$ cat src/rtl/fc_neuron_sequencer_if.sv
// Handshake, weight-memory and neuron-operand bundle for fc_neuron_sequencer.
// The sequencer takes the slave view; the environment (memory, neuron, consumer) takes master.
interface fc_neuron_sequencer_if #(
  parameter int ADDR_W = 4
);
  logic              start;
  logic [63:0]       pixel_in;
  logic              busy;
  logic              done;
  logic              w_rd_en;
  logic [ADDR_W-1:0] w_addr;
  logic [63:0]       w_data;
  logic [63:0]       nrn_pixels;
  logic [63:0]       nrn_weight;
  logic [7:0]        nrn_result;
  logic              out_valid;
  logic              out_ready;
  logic [ADDR_W-1:0] out_index;
  logic [7:0]        out_data;
  logic [ADDR_W-1:0] best_index;
  logic [7:0]        best_value;

  modport master (
    output start, pixel_in, w_data, nrn_result, out_ready,
    input  busy, done, w_rd_en, w_addr, nrn_pixels, nrn_weight,
           out_valid, out_index, out_data, best_index, best_value
  );

  modport slave (
    input  start, pixel_in, w_data, nrn_result, out_ready,
    output busy, done, w_rd_en, w_addr, nrn_pixels, nrn_weight,
           out_valid, out_index, out_data, best_index, best_value
  );
endinterface

$ cat src/rtl/fc_neuron_sequencer.sv
// Time-multiplexes one registered 8-input FC neuron over NUM_NEURONS outputs,
// streaming each result with valid/ready and tracking the layer arg-max.
module fc_neuron_sequencer #(
  parameter int NUM_NEURONS = 10,
  parameter int ADDR_W      = 4
) (
  input  logic                  clk,
  input  logic                  resetN,
  fc_neuron_sequencer_if.slave  bus
);

  localparam logic [2:0] S_IDLE    = 3'd0;
  localparam logic [2:0] S_FETCH   = 3'd1;
  localparam logic [2:0] S_LOAD    = 3'd2;
  localparam logic [2:0] S_COMPUTE = 3'd3;
  localparam logic [2:0] S_EMIT    = 3'd4;
  localparam logic [2:0] S_DONE    = 3'd5;

  localparam logic [ADDR_W-1:0] LAST_IDX = ADDR_W'(NUM_NEURONS - 1);

  logic [2:0]        state;
  logic [ADDR_W-1:0] cnt;
  logic [63:0]       pixel_q;
  logic [63:0]       weight_q;
  logic [7:0]        max_val;
  logic [ADDR_W-1:0] max_idx;
  logic              first;
  logic [7:0]        best_val_q;
  logic [ADDR_W-1:0] best_idx_q;

  // NOTE: all state below uses non-blocking assignment so every register
  // samples pre-edge values, independent of statement order.
  always_ff @(posedge clk or negedge resetN) begin
    if (!resetN) begin
      state      <= S_IDLE;
      cnt        <= '0;
      pixel_q    <= '0;
      weight_q   <= '0;
      max_val    <= '0;
      max_idx    <= '0;
      first      <= 1'b0;
      best_val_q <= '0;
      best_idx_q <= '0;
    end else begin
      case (state)
        S_IDLE: begin
          if (bus.start) begin
            pixel_q <= bus.pixel_in;
            cnt     <= '0;
            max_val <= '0;
            max_idx <= '0;
            first   <= 1'b1;
            state   <= S_FETCH;
          end
        end
        S_FETCH:   state <= S_LOAD;
        S_LOAD: begin
          weight_q <= bus.w_data;
          state    <= S_COMPUTE;
        end
        S_COMPUTE: state <= S_EMIT;
        S_EMIT: begin
          if (bus.out_ready) begin
            // Strict compare: on ties the lower neuron index wins.
            if (first || (bus.nrn_result > max_val)) begin
              max_val <= bus.nrn_result;
              max_idx <= cnt;
            end
            first <= 1'b0;
            if (cnt == LAST_IDX) begin
              state <= S_DONE;
            end else begin
              cnt   <= cnt + 1'b1;
              state <= S_FETCH;
            end
          end
        end
        S_DONE: begin
          best_val_q <= max_val;
          best_idx_q <= max_idx;
          state      <= S_IDLE;
        end
        default: state <= S_IDLE;
      endcase
    end
  end

  // NOTE: outputs are pure continuous decodes of registered state, so no
  // path here can hold a value and infer a latch.
  assign bus.busy       = (state != S_IDLE);
  assign bus.done       = (state == S_DONE);
  assign bus.w_rd_en    = (state == S_FETCH);
  assign bus.w_addr     = cnt;
  assign bus.nrn_pixels = pixel_q;
  assign bus.nrn_weight = weight_q;
  assign bus.out_valid  = (state == S_EMIT);
  assign bus.out_index  = cnt;
  assign bus.out_data   = (state == S_EMIT) ? bus.nrn_result : 8'd0;
  assign bus.best_index = best_idx_q;
  assign bus.best_value = best_val_q;

endmodule

$ cat src/flat_wrapper.sv
// flat-port wrapper written by rule: the top's interface ports become plain ports
module fc_neuron_sequencer_flat 
#(
  parameter int NUM_NEURONS = 10,
  parameter int ADDR_W      = 4
)
  (clk, resetN, bus_start, bus_pixel_in, bus_w_data, bus_nrn_result, bus_out_ready, bus_busy, bus_done, bus_w_rd_en, bus_w_addr, bus_nrn_pixels, bus_nrn_weight, bus_out_valid, bus_out_index, bus_out_data, bus_best_index, bus_best_value);
  fc_neuron_sequencer_if #(.ADDR_W(ADDR_W)) bus_i ();
  input  logic clk;
  input  logic resetN;
  input wire logic [$bits(bus_i.start)-1:0] bus_start;
  input wire logic [$bits(bus_i.pixel_in)-1:0] bus_pixel_in;
  input wire logic [$bits(bus_i.w_data)-1:0] bus_w_data;
  input wire logic [$bits(bus_i.nrn_result)-1:0] bus_nrn_result;
  input wire logic [$bits(bus_i.out_ready)-1:0] bus_out_ready;
  output wire logic [$bits(bus_i.busy)-1:0] bus_busy;
  output wire logic [$bits(bus_i.done)-1:0] bus_done;
  output wire logic [$bits(bus_i.w_rd_en)-1:0] bus_w_rd_en;
  output wire logic [$bits(bus_i.w_addr)-1:0] bus_w_addr;
  output wire logic [$bits(bus_i.nrn_pixels)-1:0] bus_nrn_pixels;
  output wire logic [$bits(bus_i.nrn_weight)-1:0] bus_nrn_weight;
  output wire logic [$bits(bus_i.out_valid)-1:0] bus_out_valid;
  output wire logic [$bits(bus_i.out_index)-1:0] bus_out_index;
  output wire logic [$bits(bus_i.out_data)-1:0] bus_out_data;
  output wire logic [$bits(bus_i.best_index)-1:0] bus_best_index;
  output wire logic [$bits(bus_i.best_value)-1:0] bus_best_value;
  assign bus_i.start = bus_start;
  assign bus_i.pixel_in = bus_pixel_in;
  assign bus_i.w_data = bus_w_data;
  assign bus_i.nrn_result = bus_nrn_result;
  assign bus_i.out_ready = bus_out_ready;
  assign bus_busy = bus_i.busy;
  assign bus_done = bus_i.done;
  assign bus_w_rd_en = bus_i.w_rd_en;
  assign bus_w_addr = bus_i.w_addr;
  assign bus_nrn_pixels = bus_i.nrn_pixels;
  assign bus_nrn_weight = bus_i.nrn_weight;
  assign bus_out_valid = bus_i.out_valid;
  assign bus_out_index = bus_i.out_index;
  assign bus_out_data = bus_i.out_data;
  assign bus_best_index = bus_i.best_index;
  assign bus_best_value = bus_i.best_value;
  fc_neuron_sequencer #(.NUM_NEURONS(NUM_NEURONS), .ADDR_W(ADDR_W)) u_core (.clk(clk), .resetN(resetN), .bus(bus_i));
endmodule
$ cat config.mk
export PLATFORM = sky130hd
export DESIGN_NAME = fc_neuron_sequencer_flat
export DESIGN_NICKNAME = d
export VERILOG_FILES = /design/src/rtl/fc_neuron_sequencer_if.sv /design/src/rtl/fc_neuron_sequencer.sv /design/src/flat_wrapper.sv
export SDC_FILE = /design/constraint.sdc
export NUM_CORES = 1
export LEC_CHECK = 0
export BUFFER_PORTS_ARGS = -buffer_cell sky130_fd_sc_hd__buf_2
export CORE_UTILIZATION = 47
export DETAILED_ROUTE_END_ITERATION = 10
export PLACE_DENSITY = 0.89
export SLEW_MARGIN = 40
export SYNTH_ARGS = -nofsm -noshare
export SYNTH_HDL_FRONTEND = slang
export SYNTH_SLANG_ARGS = --single-unit
export TNS_END_PERCENT = 5
$ cat constraint.sdc
create_clock -name clk -period 2.14 [get_ports clk]
set_input_delay 0.321 -clock clk [delete_from_list [all_inputs] [get_ports clk]]
set_output_delay 0.321 -clock clk [all_outputs]
set_load 0.02 [all_outputs]
==> reports/qor.csv, run 1 <==
stage,metric,value,unit
power,Overall Power,15.0,mW
worst_setup_path,CP Launch Type,flop,
yosys,"Seq/Total Area, Yosys",0.618,
drt,Initial DRC Count,222,
drt,routed len/inst,16.6,um
worst_setup_path,WS Path Type,reg2out,
power,leak pwr,4.47,nW
yosys,Cells after Synth,431,
grt,GRT overflow,0,
worst_setup_path,"critical path fanouts, max",9,
timing,Max Clock Freq,486,MHz
yosys,Main synth FF type,dfrtp_1,
worst_setup_path,Reg-to-Reg Start,u_core.max_val[3]$_DFFE_PN0P_,
drt,average vias per placed instance,5.01,
placed_design,gpl congestion,0.850,
grt,largest net degree at the start of global routing,65,
clock_network,Worst-path clk slew,0.06,ns
timing,final worst-path cycle share,0.962,
worst_setup_path,Worst Path Arrival,1.74,ns
clock_network,CTS Sinks,160,
grt,number of global-route vias before repair,4851,
power,Sw Pwr,5.59,mW
drt,ANT nets after route,0,
power,sequential power share,0.342,
yosys,"EDFF count, synth",0,
layout,layout cells sized above 1,0.625,
worst_setup_path,critical path capture point type,primary output,
clock_network,root buffer cell,clkbuf_16,
power,Switching Fraction,0.371,
layout,most frequent cells in the layout,"298 x buf_2, 160 x dfrtp_1, 101 x mux2_2",
worst_setup_path,Worst Path Buf+Inv,3,
grt,GRT Util Overall,0.221,
clock_network,H-tree depth,4,
placed_design,hpwl dp,11.4,mm
worst_setup_path,"setup slack, reg-to-reg",0.19,ns
timing,Worst Skew,0.0116,ns
timing,final hold violation count,0,
worst_setup_path,CP top delay family,buffers and inverters,
drt,DRC Markers,0,
power,Peak supply drop,0.915,mV
clock_network,CTS Buffer Depth,2,
yosys,synth unique cells,41,
layout,Post-layout nets,891,
layout,"commonest non-fill, non-tap cell in the layout",buf_2,
die,Core Region,13300,um2
layout,Finished Cell Area,8830,um2
yosys,Mapped Area,6480,um2
worst_setup_path,"Slowest-stage cell, CP",dfrtp_1,
yosys,post-synth top area share,0.618,
power,Comb pwr share,0.444,
drt,drt first pass iters,4,
worst_setup_path,Worst Path Required,1.82,ns
die,row count,42,
yosys,Synthesized Nets,581,
worst_setup_path,CP Cell Sequence,buf_4 -> nor2_4 -> nand2_1 -> inv_2 -> buf_2,
timing,setup TNS,0,ns
clock_network,Post-CTS Setup Bufs,0,
hold_path,Hold Crit Depth,2,
timing,Rel. slew slack,0.622,
die,Ports,300,
yosys,Synth area leader,dfrtp_1,
drt,vias after detailed routing,4658,
hold_path,Hold EP,u_core.bus.nrn_pixels[59]$_DFFE_PN0P_,
timing,RSZ-0062 raised after global routing,no,
placed_design,DP Area,8180,um2
hold_path,hold crit path type,in2reg,
placed_design,IO buf count,299,
power,internal power,9.46,mW
worst_setup_path,Reg2Reg Capture Point,u_core.max_idx[3]$_DFFE_PN0P_,
worst_setup_path,Worst R2R Path Depth,6,
die,overall die area,14300,um2
die,Die Wd,119,um
worst_setup_path,CP max stage delay,0.37,ns
grt,first-pass GRT wire length,24.1,mm
yosys,Mean Syn Cell Area,15.0,um2
status,status,"complete, no violations",
power,PD cells,1700,nW/um2
flow_run,Max-Cap Viols,0,
hold_path,worst hold path startpoint,bus_pixel_in[59],
die,starting density of the core,0.485,
layout,Area Growth Syn to Fin,36.3,%
yosys,Async SR Flop Fraction,1.00,
timing,"Setup violations, final",0,
power,clock power share,0.214,
die,Die Ht,119,um
yosys,YS warnings,0,
yosys,Seq cells post-synth,160,
drt,drt total wl,15.4,mm
clock_network,TritonCTS clock tree,built,
clock_network,TritonCTS Buffers,17,
layout,Util after Layout,0.662,
clock_network,Worst-Skew Late Latency,0.42,ns
yosys,synth top area cells,"dfrtp_1 62%, mux2_2 18%, mux2_4 4.6%",
timing,Final Max Tran Viols,0,
timing,minimum clock period,2.06,ns
grt,initial antenna violation count,1,
timing,Slew @ Worst Pin,0.568,ns
-- through the flow --
stage,hold WS [ns],std cells,worst slack [ns]
global route,0.103,929,0.0189
CTS,0.102,928,0.0918
global placement,0.251,897,0.200
floorplan,0.0254,431,0.289
finish,0.111,929,0.0812
detailed placement,0.249,897,0.138
-- worst max-delay path by stage --
stage / startpoint / to / cells after the start
2_1_floorplan: u_core.max_val[3]$_DFFE_PN0P_ / u_core.max_idx[0]$_DFFE_PN0P_ / 7
3_3_place_gp: bus_nrn_result[3] / u_core.max_val[0]$_DFFE_PN0P_ / 6
3_5_place_dp: bus_nrn_result[3] / u_core.max_idx[2]$_DFFE_PN0P_ / 6
4_1_cts: u_core.state[1]$_DFFE_PN0P_ / bus_out_valid / 5
5_1_grt: u_core.state[2]$_DFFE_PN0P_ / bus_done / 5
6_report: u_core.state[1]$_DFFE_PN0P_ / bus_out_valid / 5
-- layer usage --
metal  vias to the layer above  track usage  share of wire
met5                         -            0              0
met4                         0        0.102          0.027
met3                        35       0.0508          0.061
met2                       194        0.410           0.54
met1                      2288        0.237           0.37
li1                       2141            -              -
-- registers in the layout, indices dropped and copies added (netlist names) --
register	cells
u_core.bus.best_index	4
u_core.bus.best_value	8
u_core.bus.nrn_pixels	64
u_core.bus.nrn_weight	64
u_core.bus.out_index	4
u_core.first	1
u_core.max_idx	4
u_core.max_val	8
u_core.state	3
-- area by class of cell --
cell class / instances / area [um2]
antenna: 1 / 2.50
clock buffer: 20 / 447
inverter: 13 / 48.8
fill: 958 / 4520
tap: 176 / 220
multi-input combinational: 235 / 2240
timing repair buffer: 314 / 1680
sequential: 160 / 4000
clock inverter: 10 / 186
-- power groups by stage --
stage                     combinational, mW  sequential (mW)  clock (mW)
after floorplan                        2.85             6.81           0
after CTS                              6.77             5.15        3.29
after global placement                 6.56             5.07           0
after global routing                   7.10             5.32        3.42
after detailed placement               6.71             5.19           0
final                                  6.68             5.14        3.23
-- cell families after synthesis --
kind of cell,synth area share
AOI/OAI and AO/OA,0.0379
xor gates and xnor gates,0.00271
adders and majority gates,0.0193
buffers and inverters,0.0375
DFF,0.618
muxes,0.236
and+or+nand+nor,0.0487
-- worst reg2reg max path, stage by stage, from the launching register on --
cell	delay (ns)
dfrtp_1	0.35
inv_1	0.06
ha_1	0.31
a2111oi_1	0.41
a22o_1	0.23
a21oi_2	0.17
a32o_1	0.31
-- synthesized netlist by cell type, types with 2 or more instances --
library cell  instances
mux2_1                7
buf_4                12
o21ai_0               9
nor2b_1               5
mux2_2              101
a32o_1                5
inv_1                12
nand2_1              29
xor2_1                2
nand4_1               2
dfrtp_1             160
and3_1                7
a21o_1                2
a22o_1                9
buf_6                 2
buf_12                2
a21oi_1               2
mux2_4               20
nor2_1                7
nand4b_1              2
clkbuf_1              3
ha_1                 10
buf_2                 3
-- repair_timing --
item	in CTS	in global routing
endpoints found under the setup margin	1	1
hold buffers	1	0
gates resized for setup	1	1
hold endpoints to repair	33	0
No activity file was read; power rests on OpenSTA's default activity.
==> inputs of run 2 (changes only) <==
- CORE_ASPECT_RATIO: default -> 0.8
==> reports/qor.csv, run 2 (synthesis gave the netlist of run 1 again) <==
stage,metric,value,unit,change
status,status,"complete, no violations",,unchanged
die,overall die area,14300,um2,about the same
timing,Worst Skew,0.0106,ns,was 0.0116 ns
timing,setup TNS,0,ns,unchanged
layout,Area Growth Syn to Fin,36.1,%,was 36.3%
worst_setup_path,Worst R2R Path Depth,6,,unchanged
power,leak pwr,4.47,nW,about the same
die,Die Wd,133,um,was 119 um
timing,Rel. slew slack,0.646,,was 0.622
hold_path,Hold EP,u_core.bus.nrn_pixels[0]$_DFFE_PN0P_,,was u_core.bus.nrn_pixels[59]$_DFFE_PN0P_
die,Die Ht,107,um,was 119 um
power,Comb pwr share,0.462,,was 0.444
power,sequential power share,0.350,,was 0.342
clock_network,Post-CTS Setup Bufs,0,,unchanged
grt,initial antenna violation count,1,,unchanged
clock_network,TritonCTS clock tree,built,,unchanged
worst_setup_path,critical path capture point type,primary output,,unchanged
timing,"Setup violations, final",0,,unchanged
layout,Util after Layout,0.671,,was 0.662
placed_design,gpl congestion,0.921,,was 0.850
grt,largest net degree at the start of global routing,55,,was 65
hold_path,Hold Crit Depth,2,,unchanged
drt,routed len/inst,16.4,um,was 16.6 um
drt,average vias per placed instance,5.02,,was 5.01
power,Overall Power,14.7,mW,was 15.0 mW
clock_network,Worst-Skew Late Latency,0.41,ns,was 0.42 ns
power,clock power share,0.189,,was 0.214
worst_setup_path,CP max stage delay,0.37,ns,about the same
layout,Fillers,976,,was 958
grt,GRT overflow,0,,unchanged
timing,Max Clock Freq,511,MHz,was 486 MHz
placed_design,IO buf count,299,,unchanged
power,PD cells,1670,nW/um2,was 1700 nW/um2
layout,layout cells sized above 1,0.630,,was 0.625
timing,minimum clock period,1.96,ns,was 2.06 ns
hold_path,worst hold path startpoint,bus_pixel_in[0],,was bus_pixel_in[59]
drt,ANT nets after route,0,,unchanged
die,starting density of the core,0.493,,was 0.485
clock_network,CTS Sinks,160,,unchanged
grt,first-pass GRT wire length,24.6,mm,was 24.1 mm
worst_setup_path,"critical path fanouts, max",9,,unchanged
worst_setup_path,Worst Path Arrival,1.64,ns,was 1.74 ns
power,Switching Fraction,0.388,,was 0.371
flow_run,Max-Cap Viols,0,,unchanged
worst_setup_path,"setup slack, reg-to-reg",0.20,ns,was 0.19 ns
layout,most frequent cells in the layout,"298 x buf_2, 160 x dfrtp_1, 101 x mux2_2",,unchanged
drt,DRC Markers,0,,unchanged
drt,vias after detailed routing,4699,,was 4658
worst_setup_path,"Slowest-stage cell, CP",dfrtp_1,,unchanged
drt,Initial DRC Count,205,,was 222
worst_setup_path,CP Launch Type,flop,,unchanged
drt,drt first pass iters,4,,unchanged
layout,Post-layout nets,897,,was 891
timing,RSZ-0062 raised after global routing,no,,unchanged
clock_network,root buffer cell,clkbuf_16,,unchanged
clock_network,H-tree depth,4,,unchanged
timing,final hold violation count,0,,unchanged
worst_setup_path,Reg-to-Reg Start,u_core.max_val[3]$_DFFE_PN0P_,,unchanged
die,Core Region,13100,um2,was 13300 um2
layout,"commonest non-fill, non-tap cell in the layout",buf_2,,unchanged
die,row count,37,,was 42
timing,Final Max Tran Viols,0,,unchanged
layout,multi-input logic area,2240,um2,about the same
grt,number of global-route vias before repair,4836,,was 4851
power,Sw Pwr,5.70,mW,was 5.59 mW
worst_setup_path,Worst Path Buf+Inv,3,,unchanged
clock_network,CTS Buffer Depth,2,,unchanged
grt,GRT Util Overall,0.223,,was 0.221
power,Peak supply drop,0.888,mV,was 0.915 mV
worst_setup_path,WS Path Type,reg2out,,unchanged
hold_path,hold crit path type,in2reg,,unchanged
worst_setup_path,Critical Path Start,u_core.state[1]$_DFFE_PN0P_,,unchanged
worst_setup_path,Worst Path Required,1.82,ns,about the same
drt,drt total wl,15.4,mm,about the same
worst_setup_path,CP top delay family,buffers and inverters,,unchanged
die,Ports,300,,unchanged
placed_design,hpwl dp,11.8,mm,was 11.4 mm
layout,Sequential cell area,4000,um2,unchanged
clock_network,TritonCTS Buffers,17,,unchanged
worst_setup_path,CP Cell Sequence,buf_4 -> nor2_4 -> nand2_2 -> inv_4 -> buf_2,,was buf_4 -> nor2_4 -> nand2_1 -> inv_2 -> buf_2
timing,Slew @ Worst Pin,0.531,ns,was 0.568 ns
power,internal power,8.99,mW,was 9.46 mW
clock_network,Worst-path clk slew,0.07,ns,was 0.06 ns
worst_setup_path,Reg2Reg Capture Point,u_core.max_idx[3]$_DFFE_PN0P_,,unchanged
timing,final worst-path cycle share,0.915,,was 0.962
==> run 2: metrics by stage <==
| step | hold WS, ns | instance area (um2) | setup slack, ns | std cells |
|---|---|---|---|---|
| final | 0.118 | 8820 | 0.183 | 936 |
| after floorplan | 0.0254 | 6480 | 0.289 | 431 |
| after detailed placement | 0.310 | 8250 | 0.164 | 902 |
| after global placement | 0.308 | 8250 | 0.199 | 902 |
| after CTS | 0.110 | 8810 | 0.0773 | 935 |
| after global routing | 0.115 | 8820 | 0.0259 | 936 |
==> run 2: layer usage <==
layer,routed length [um],GRT usage,up-vias
met1,6110,0.270,2303
met3,1140,0.0534,21
met4,214,0.0714,0
met2,7930,0.394,225
li1,-,-,2150
met5,0,0,-
==> run 2: what timing repair did <==
action                                 in CTS  in global routing
gates resized for setup                     1                  3
hold buffers                                1                  0
endpoints found under the hold margin      50                  0
setup endpoints to repair                   1                  8
==> run 2: final cells by class <==
cell class,instances,area share
inverters,13,0.00582
clock buffers,20,0.0507
multi-input cells,235,0.254
flip-flops and latches,160,0.454
well taps,175,0.0248
repair buffers,320,0.199
diodes,1,0.000284
clock inverters,12,0.0114
==> run 2: worst max path at each step <==
| stage | end | slack, ns | cells past startpoint |
|---|---|---|---|
| after detailed placement | u_core.max_val[0]$_DFFE_PN0P_ | 0.16 | 6 |
| final | bus_out_valid | 0.18 | 5 |
| after global routing | u_core.max_idx[2]$_DFFE_PN0P_ | 0.03 | 6 |
| after floorplan | u_core.max_idx[0]$_DFFE_PN0P_ | 0.29 | 7 |
| after global placement | u_core.max_idx[1]$_DFFE_PN0P_ | 0.20 | 6 |
| after CTS | bus_out_valid | 0.08 | 5 |
==> run 2: power by group through the flow <==
stage                     Sequential, mW  Clock (mW)  Combinational, mW
final                               5.14        2.77               6.78
after global routing                5.30        2.98               7.20
after CTS                           5.14        2.83               6.84
after detailed placement            5.18           0               6.81
after global placement              5.07           0               6.64
after floorplan                     6.81           0               2.85
